===== src/rtl/dmem_arbiter.sv =====
// Data-RAM port arbiter between the pipeline memory stage (M) and a debug/loader master (D).
// Single-cycle grants, starvation protection and D burst lock; read data is steered back to its issuer.
module dmem_arbiter #(
  parameter int unsigned STARVE_MAX = 4
) (
  input  logic        clk_i,
  input  logic        rst_i,
  input  logic        m_req_i,
  input  logic        m_we_i,
  input  logic [9:0]  m_funct_i,
  input  logic [31:0] m_addr_i,
  input  logic [31:0] m_wdata_i,
  output logic        m_gnt_o,
  output logic        m_stall_o,
  output logic        m_rvalid_o,
  output logic [31:0] m_rdata_o,
  input  logic        d_req_i,
  input  logic        d_we_i,
  input  logic [9:0]  d_funct_i,
  input  logic [31:0] d_addr_i,
  input  logic [31:0] d_wdata_i,
  input  logic        d_lock_i,
  output logic        d_gnt_o,
  output logic        d_rvalid_o,
  output logic [31:0] d_rdata_o,
  output logic        ram_r_en_o,
  output logic        ram_w_en_o,
  output logic [9:0]  ram_funct_o,
  output logic [31:0] ram_addr_o,
  output logic [31:0] ram_wdata_o,
  input  logic [31:0] ram_rdata_i
);

  typedef enum logic {
    ST_ARB    = 1'b0,
    ST_D_LOCK = 1'b1
  } state_t;

  typedef enum logic [1:0] {
    OWN_NONE = 2'd0,
    OWN_M    = 2'd1,
    OWN_D    = 2'd2
  } owner_t;

  localparam logic [3:0] STARVE_LIM = 4'(STARVE_MAX);

  state_t      state_r;
  owner_t      rd_owner_r;
  logic [3:0]  starve_cnt_r;

  logic        in_lock_s;
  logic        d_forced_s;
  logic        m_gnt_s;
  logic        d_gnt_s;
  logic        ram_r_en_s;
  logic        ram_w_en_s;
  logic [9:0]  ram_funct_s;
  logic [31:0] ram_addr_s;
  logic [31:0] ram_wdata_s;

  // Grant selection: lock hold first, then starvation override, then M priority.
  always_comb begin
    m_gnt_s    = 1'b0;
    d_gnt_s    = 1'b0;
    in_lock_s  = (state_r == ST_D_LOCK) && d_lock_i;
    d_forced_s = d_req_i && (starve_cnt_r == STARVE_LIM);
    if (rst_i) begin
      m_gnt_s = 1'b0;
      d_gnt_s = 1'b0;
    end else if (in_lock_s) begin
      d_gnt_s = d_req_i;
    end else if (d_forced_s) begin
      d_gnt_s = 1'b1;
    end else if (m_req_i) begin
      m_gnt_s = 1'b1;
    end else begin
      d_gnt_s = d_req_i;
    end
  end

  // RAM port mux from the winner; everything quiet when nobody is granted.
  always_comb begin
    ram_r_en_s  = 1'b0;
    ram_w_en_s  = 1'b0;
    ram_funct_s = 10'h000;
    ram_addr_s  = 32'h0000_0000;
    ram_wdata_s = 32'h0000_0000;
    if (m_gnt_s) begin
      ram_r_en_s  = ~m_we_i;
      ram_w_en_s  = m_we_i;
      ram_funct_s = m_funct_i;
      ram_addr_s  = m_addr_i;
      ram_wdata_s = m_we_i ? m_wdata_i : 32'h0000_0000;
    end else if (d_gnt_s) begin
      ram_r_en_s  = ~d_we_i;
      ram_w_en_s  = d_we_i;
      ram_funct_s = d_funct_i;
      ram_addr_s  = d_addr_i;
      ram_wdata_s = d_we_i ? d_wdata_i : 32'h0000_0000;
    end else begin
      ram_r_en_s  = 1'b0;
      ram_w_en_s  = 1'b0;
    end
  end

  // Arbiter FSM, starvation counter and read-return owner.
  always_ff @(posedge clk_i) begin
    if (rst_i) begin
      state_r      <= ST_ARB;
      starve_cnt_r <= 4'd0;
      rd_owner_r   <= OWN_NONE;
    end else begin
      // Stay locked while D keeps d_lock_i high; any lock-granted D access enters the lock.
      if (in_lock_s || (d_gnt_s && d_lock_i)) begin
        state_r <= ST_D_LOCK;
      end else begin
        state_r <= ST_ARB;
      end

      if (d_gnt_s || !d_req_i) begin
        starve_cnt_r <= 4'd0;
      end else if (starve_cnt_r != STARVE_LIM) begin
        starve_cnt_r <= starve_cnt_r + 4'd1;
      end else begin
        starve_cnt_r <= starve_cnt_r;
      end

      if (m_gnt_s && !m_we_i) begin
        rd_owner_r <= OWN_M;
      end else if (d_gnt_s && !d_we_i) begin
        rd_owner_r <= OWN_D;
      end else begin
        rd_owner_r <= OWN_NONE;
      end
    end
  end

  assign m_gnt_o     = m_gnt_s;
  assign d_gnt_o     = d_gnt_s;
  assign m_stall_o   = m_req_i & ~m_gnt_s;

  assign m_rvalid_o  = (rd_owner_r == OWN_M);
  assign d_rvalid_o  = (rd_owner_r == OWN_D);
  assign m_rdata_o   = (rd_owner_r == OWN_M) ? ram_rdata_i : 32'h0000_0000;
  assign d_rdata_o   = (rd_owner_r == OWN_D) ? ram_rdata_i : 32'h0000_0000;

  assign ram_r_en_o  = ram_r_en_s;
  assign ram_w_en_o  = ram_w_en_s;
  assign ram_funct_o = ram_funct_s;
  assign ram_addr_o  = ram_addr_s;
  assign ram_wdata_o = ram_wdata_s;

endmodule


===== config.mk =====
export PLATFORM = sky130hd
export DESIGN_NAME = dmem_arbiter
export DESIGN_NICKNAME = d
export VERILOG_FILES = /design/src/rtl/dmem_arbiter.sv
export SDC_FILE = /design/constraint.sdc
export NUM_CORES = 1
export LEC_CHECK = 0
export CAP_MARGIN = 20
export CORE_AREA = 2 2 130 132
export DETAILED_ROUTE_END_ITERATION = 7
export DIE_AREA = 0 0 132 134
export SLEW_MARGIN = 20
export SYNTH_ARGS = -nofsm -noshare
export SYNTH_HDL_FRONTEND = slang
export SYNTH_SLANG_ARGS = --single-unit

===== constraint.sdc =====
create_clock -name clk_i -period 3.8 [get_ports clk_i]
set_clock_uncertainty 0.2 [all_clocks]
set_input_delay 0.76 -clock clk_i [delete_from_list [all_inputs] [get_ports clk_i]]
set_output_delay 0.76 -clock clk_i [all_outputs]
set_load 0.01 [all_outputs]

==> results of run 1 <==
[placed cells by master, fill, tap and decap left out, types with 2 or more instances in the layout]
cell and count:
a22o_2 26, a22o_1 48, nor2_1 6, clkdlybuf4s50_1 290, dlygate4sd2_1 18, buf_4 10, buf_12 4, clkbuf_16 4
dfxtp_1 7, and2_1 65, dlymetal6s2s_1 23, inv_1 7, ha_1 2
[where the power goes]
group	internal [W]	total [W]	leakage [nW]	switching [W]
registers	0.0000755	0.0000766	0.0568	0.00000108
clock network	0.000140	0.000180	0.0382	0.0000405
logic	0.000316	0.000464	2.35	0.000148
total	0.000531	0.000721	2.44	0.000190
[state kept, by name, summed over array words and instances, names as in the netlist]
register	count
state_r	1
starve_cnt_r	4
rd_owner_r	2
[routing by layer]
layer  vias up  global-route usage  share of wire
met5         -                   0              0
met1      1338               0.131           0.37
li1       1411                   -              -
met4         0              0.0242          0.014
met3        13              0.0374          0.081
met2       147               0.224           0.53
[worst max-delay path, cell delays in order]
cell             delay (ns)
clkdlybuf4s50_1        0.48
a21bo_2                0.26
a211o_2                0.32
clkinv_1               0.12
buf_12                 0.18
a22o_1                 0.17
clkdlybuf4s50_1        0.54
[kinds of logic (layout without fill, tap and decap cells)]
group / Yosys count / after routing
AO/OA/AOI/OAI: 83 / 83
XOR/XNOR: 1 / 1
adder cells (fa/ha/maj): 2 / 2
buffers and inverters: 28 / 358
flip-flops: 7 / 7
multiplexers: 1 / 1
AND/OR/NAND/NOR: 79 / 79
[path summary, 6_finish.rpt]
check             startpoint               to  slack [ns]  cells after the start
max                  m_req_i   ram_addr_o[31]       0.003                      7
min          starve_cnt_r[0]  starve_cnt_r[0]        0.28                      1
max reg2reg  starve_cnt_r[0]  starve_cnt_r[3]        2.00                      5
min reg2reg  starve_cnt_r[0]  starve_cnt_r[0]        0.28                      1
[stage by stage]
stage	area [sq um]	setup WS, ns	std cells
after floorplan	1580	0.980	201
after global placement	5230	-0.0436	744
after detailed placement	5230	-0.0510	744
after CTS	5280	0.000182	748
after global routing	5380	-0.0602	751
final	5380	0.00256	751
[layout make-up]
class,instances,area (sq um)
clock buffers,4,78.8
fillers,1697,10900
inverters,8,30.0
multi-input cells,166,1330
flip-flops and latches,7,140
well taps,220,275
repair buffers,346,3530
[repair_timing]
item,4_1_cts,5_1_grt
cloned,0,1
endpoints found under the setup margin,18,56
pin swaps,0,1
gates resized for setup,18,23
buffers inserted,0,2
==> results.txt, run 1 <==
synth-to-layout area growth -> 240%
Crit Path Max Fanout -> 26
Setup TNS -> 0 ns
vias in the first global route -> 2988
top cells by count, synth -> and2_1 (65), a22o_1 (48), a22o_2 (26)
Clk pin slew, worst setup/hold paths -> 0.04 ns
Compound-Gate Fraction of Synth Area -> 0.491
cts hold-fix bufs -> 0
synthesized netlist net count -> 390
TritonCTS Buffers -> 3
CTS tree -> built
post-synth top area share -> 0.265
H-tree levels -> 1
Avg Synthesized Cell Area -> 7.88 sq um
Period minus WS final -> 3.80 ns
slew at the pin with the worst max-slew slack -> 0.284 ns
GRT Util Overall -> 0.119
total power -> 0.000721 W
Max Cap Viol -> 0
Final Util -> 0.330
clock sinks -> 7
Critical Path RT -> 2.84 ns
routed len/inst -> 15.7 um
RSZ-0062 raised after global routing -> true
Power per Cell Area -> 134 mW/mm^2
die area -> 0.0177 sq mm
number of flops mapped to enable cells by yosys -> 0
CP endpoint kind -> output pin
Die W -> 132 um
root buf cell -> clkbuf_16
diode count -> 0
Crit Path Category -> input port to output pin
peak supply drop -> 0.0858 mV
sequential share of the synthesized area -> 0.0885
Max Slew Vio Count -> 0
Rel. slew slack -> 0.810
post-route ant nets -> 0
total gr overflow -> 0
Adder-Cell Fraction of Synth Area -> 0.0158
leak pwr -> 2.44 nW
initial antenna violation count -> 0
DRT iter0 DRCs -> 93
main combinational cell family by area after synthesis -> compound AO/OA/AOI/OAI gates
Remaining DRCs -> 0
worst skew pair latency -> 0.23 ns
WHS -> 0.283 ns
flops & latches, synth -> 7
Main synth FF type -> dfxtp_1
Synth Area in Simple Gates -> 0.307
Port-buffer cells -> 331
post-synthesis async set-or-reset flop share -> 0
FMAX -> 263 MHz
core area -> 0.0163 sq mm
Critical Path Start Type -> input port
Routability Congestion -> 0.827
xor and xnor area share after synthesis -> 0.00553
Clock Path Buffers -> 2
mapped cell area -> 0.00158 sq mm
Initial Utilization -> 0.0972
Final Hold Vio Count -> 0
drt total wl -> 11800 um
largest net degree at the start of global routing -> 35
DR vias -> 2909
layout cells sized above 1 -> 0.0998
largest cells by area after synthesis -> a22o_1 (27%), and2_1 (26%), a22o_2 (16%), dfxtp_1 (8.8%), clkbuf_1 (2.4%)
Ports -> 332
status -> finished, final reports clean
Vias/cell -> 3.87
Yosys top cell by area -> a22o_1
synth warn -> 0
Mapped Cells -> 201
post-synth cell types -> 28
DRT Pass-1 Iters -> 4
Tcrit/Tclk final -> 0.999
worst hold path class -> register to register
final-report setup violation count -> 0
die height -> 134 um
Final #Nets -> 721
crit path DAT -> 2.84 ns
dpl hpwl -> 10000 um
post-synthesis mux area share -> 0.00632
row count -> 47
count leader, synth -> and2_1
global-route wire length before repair -> 16700 um
Note: power is estimated with default switching activity, not from simulation.
==> run 2: changes to the inputs <==
--- a/config.mk
+++ b/config.mk
@@ -5,7 +5,6 @@
 export SDC_FILE = /design/constraint.sdc
 export NUM_CORES = 1
 export LEC_CHECK = 0
-export CAP_MARGIN = 20
 export CORE_AREA = 2 2 130 132
 export DETAILED_ROUTE_END_ITERATION = 7
 export DIE_AREA = 0 0 132 134
==> results of run 2 <==
Same layout as run 1: the final DEF is identical, and so are final timing and power.
==> run 3: changes to the inputs <==
--- a/config.mk
+++ b/config.mk
@@ -8,7 +8,8 @@
 export CORE_AREA = 2 2 130 132
 export DETAILED_ROUTE_END_ITERATION = 7
 export DIE_AREA = 0 0 132 134
-export SLEW_MARGIN = 20
+export SETUP_SLACK_MARGIN = 0.1
+export SLEW_MARGIN = 25
 export SYNTH_ARGS = -nofsm -noshare
 export SYNTH_HDL_FRONTEND = slang
 export SYNTH_SLANG_ARGS = --single-unit
==> run 3 against run 2 <==
  * Power decreased by 0.70%
  * Hold slack about the same
  * Setup slack improved by 0.14 ns
  * Critical endpoint is now ram_addr_o[7]
  * Largest cell class unchanged
  * Highest routed layer unchanged
==> results.txt, run 3 (synthesis gave the netlist of run 1 again) <==
H-tree levels -> 1
DRT Pass-1 Iters -> 4
Final #Nets -> 727
Ports -> 332
Tcrit/Tclk final -> 0.962
synth-to-layout area growth -> 242%
Vias/cell -> 3.89
worst setup margin -> 0.146 ns
Initial Utilization -> 0.0972
total gr overflow -> 0
Period minus WS final -> 3.65 ns
Final Util -> 0.332
core area -> 0.0163 sq mm
status -> finished, final reports clean
largest registers -> starve_cnt_r x4, rd_owner_r x2, state_r x1
DRT iter0 DRCs -> 117
worst reg2reg path depth -> 5
leak pwr -> 2.57 nW
die height -> 134 um
Die W -> 132 um
slew at the pin with the worst max-slew slack -> 0.284 ns
worst hold path class -> register to register
dpl hpwl -> 10000 um
global-route wire length before repair -> 17200 um
Final Cell Area -> 0.00541 sq mm
CTS tree -> built
max FFs per register -> 4
row count -> 47
GRT Util Overall -> 0.124
most frequent cells in the layout -> clkdlybuf4s50_1 (256), and2_1 (65), dlygate4sd2_1 (55)
largest net degree at the start of global routing -> 35
Hold Path Depth -> 1
Port-buffer cells -> 331
Crit Path Category -> input port to output pin
Routability Congestion -> 0.827
Setup TNS -> 0 ns
Final Hold Vio Count -> 0
clock sinks -> 7
CP endpoint kind -> output pin
Power per Cell Area -> 132 mW/mm^2
Max Slew Vio Count -> 0
root buf cell -> clkbuf_16
Rel. slew slack -> 0.810
Critical Path RT -> 2.84 ns
most common cell after layout, fill and taps aside -> clkdlybuf4s50_1
cts hold-fix bufs -> 0
Critical Path Start Type -> input port
final-report setup violation count -> 0
layout cells sized above 1 -> 0.114
worst skew pair latency -> 0.23 ns
Crit Path Max Fanout -> 5
Cell Area, Placed -> 0.00523 sq mm
Clk pin slew, worst setup/hold paths -> 0.04 ns
crit path DAT -> 2.69 ns
DR vias -> 2952
die area -> 0.0177 sq mm
Top reg by flops -> starve_cnt_r
post-route ant nets -> 0
FMAX -> 274 MHz
initial antenna violation count -> 1
routed len/inst -> 15.9 um
Clock Path Buffers -> 2
worst slack, placed -> -0.0510 ns
RSZ-0062 raised after global routing -> false
Remaining DRCs -> 0
TritonCTS Buffers -> 3
drt total wl -> 12000 um
Max Cap Viol -> 0
vias in the first global route -> 3071
peak supply drop -> 0.0858 mV
-- run 3: cell count changes in the layout (fill, tap and decap cells not counted), sizes merged --
cell | before | now
buf | 14 | 19
bufbuf | 0 | 1
inv | 7 | 8
dlygate4sd2 | 18 | 55
clkdlybuf4s50 | 290 | 256
clkinv | 1 | 0
dlymetal6s2s | 23 | 19
diode | 0 | 1
clkdlybuf4s15 | 0 | 1
-- run 3: cell type report --
type | instances | area, sq um
Antenna cell | 1 | 2.50
Clock buffer | 4 | 78.8
Fill cell | 1707 | 10900
Inverter | 8 | 32.5
Multi-Input combinational cell | 166 | 1330
Sequential cell | 7 | 140
Tap cell | 220 | 275
Timing Repair Buffer | 352 | 3550
-- run 3: layer usage --
| layer | global-route usage | up-vias | routed length [um] |
|---|---|---|---|
| met3 | 0.0374 | 19 | 953 |
| met2 | 0.233 | 159 | 6340 |
| met4 | 0.0368 | 0 | 299 |
| met1 | 0.133 | 1347 | 4430 |
| li1 | - | 1427 | - |
| met5 | 0 | - | 0 |
-- run 3: where the power goes --
group / total, W / internal [W] / switching [W]
clock network: 0.000180 / 0.000140 / 0.0000405
registers: 0.0000766 / 0.0000755 / 0.00000108
logic: 0.000459 / 0.000309 / 0.000150
total: 0.000716 / 0.000524 / 0.000192
-- run 3: final timing paths --
kind / slack, ns / to / startpoint
setup / recovery: 0.15 / ram_addr_o[7] / m_req_i
hold / removal: 0.28 / starve_cnt_r[0] / starve_cnt_r[0]
setup reg to reg: 2.00 / starve_cnt_r[3] / starve_cnt_r[0]
hold reg to reg: 0.28 / starve_cnt_r[0] / starve_cnt_r[0]
-- run 3: critical path, cell delays in order --
cell	delay, ns
clkdlybuf4s50_1	0.48
a21bo_2	0.26
a211o_2	0.34
inv_4	0.12
a22o_1	0.17
clkdlybuf4s50_1	0.57
-- run 3: timing repair --
item	in CTS	in global routing
endpoints found under the hold margin	0	0
cloned	3	1
endpoints found under the setup margin	75	20
buffers inserted	5	0
gates resized for setup	59	21
pin swaps	1	0
-- run 3: per-stage QoR --
stage                     power (W)  std cells  hold slack [ns]
after global placement     0.000545        744            0.235
after floorplan            0.000200        201            0.230
after detailed placement   0.000550        744            0.285
final                      0.000716        758            0.283
after CTS                  0.000724        756            0.291
after global routing       0.000751        758            0.306
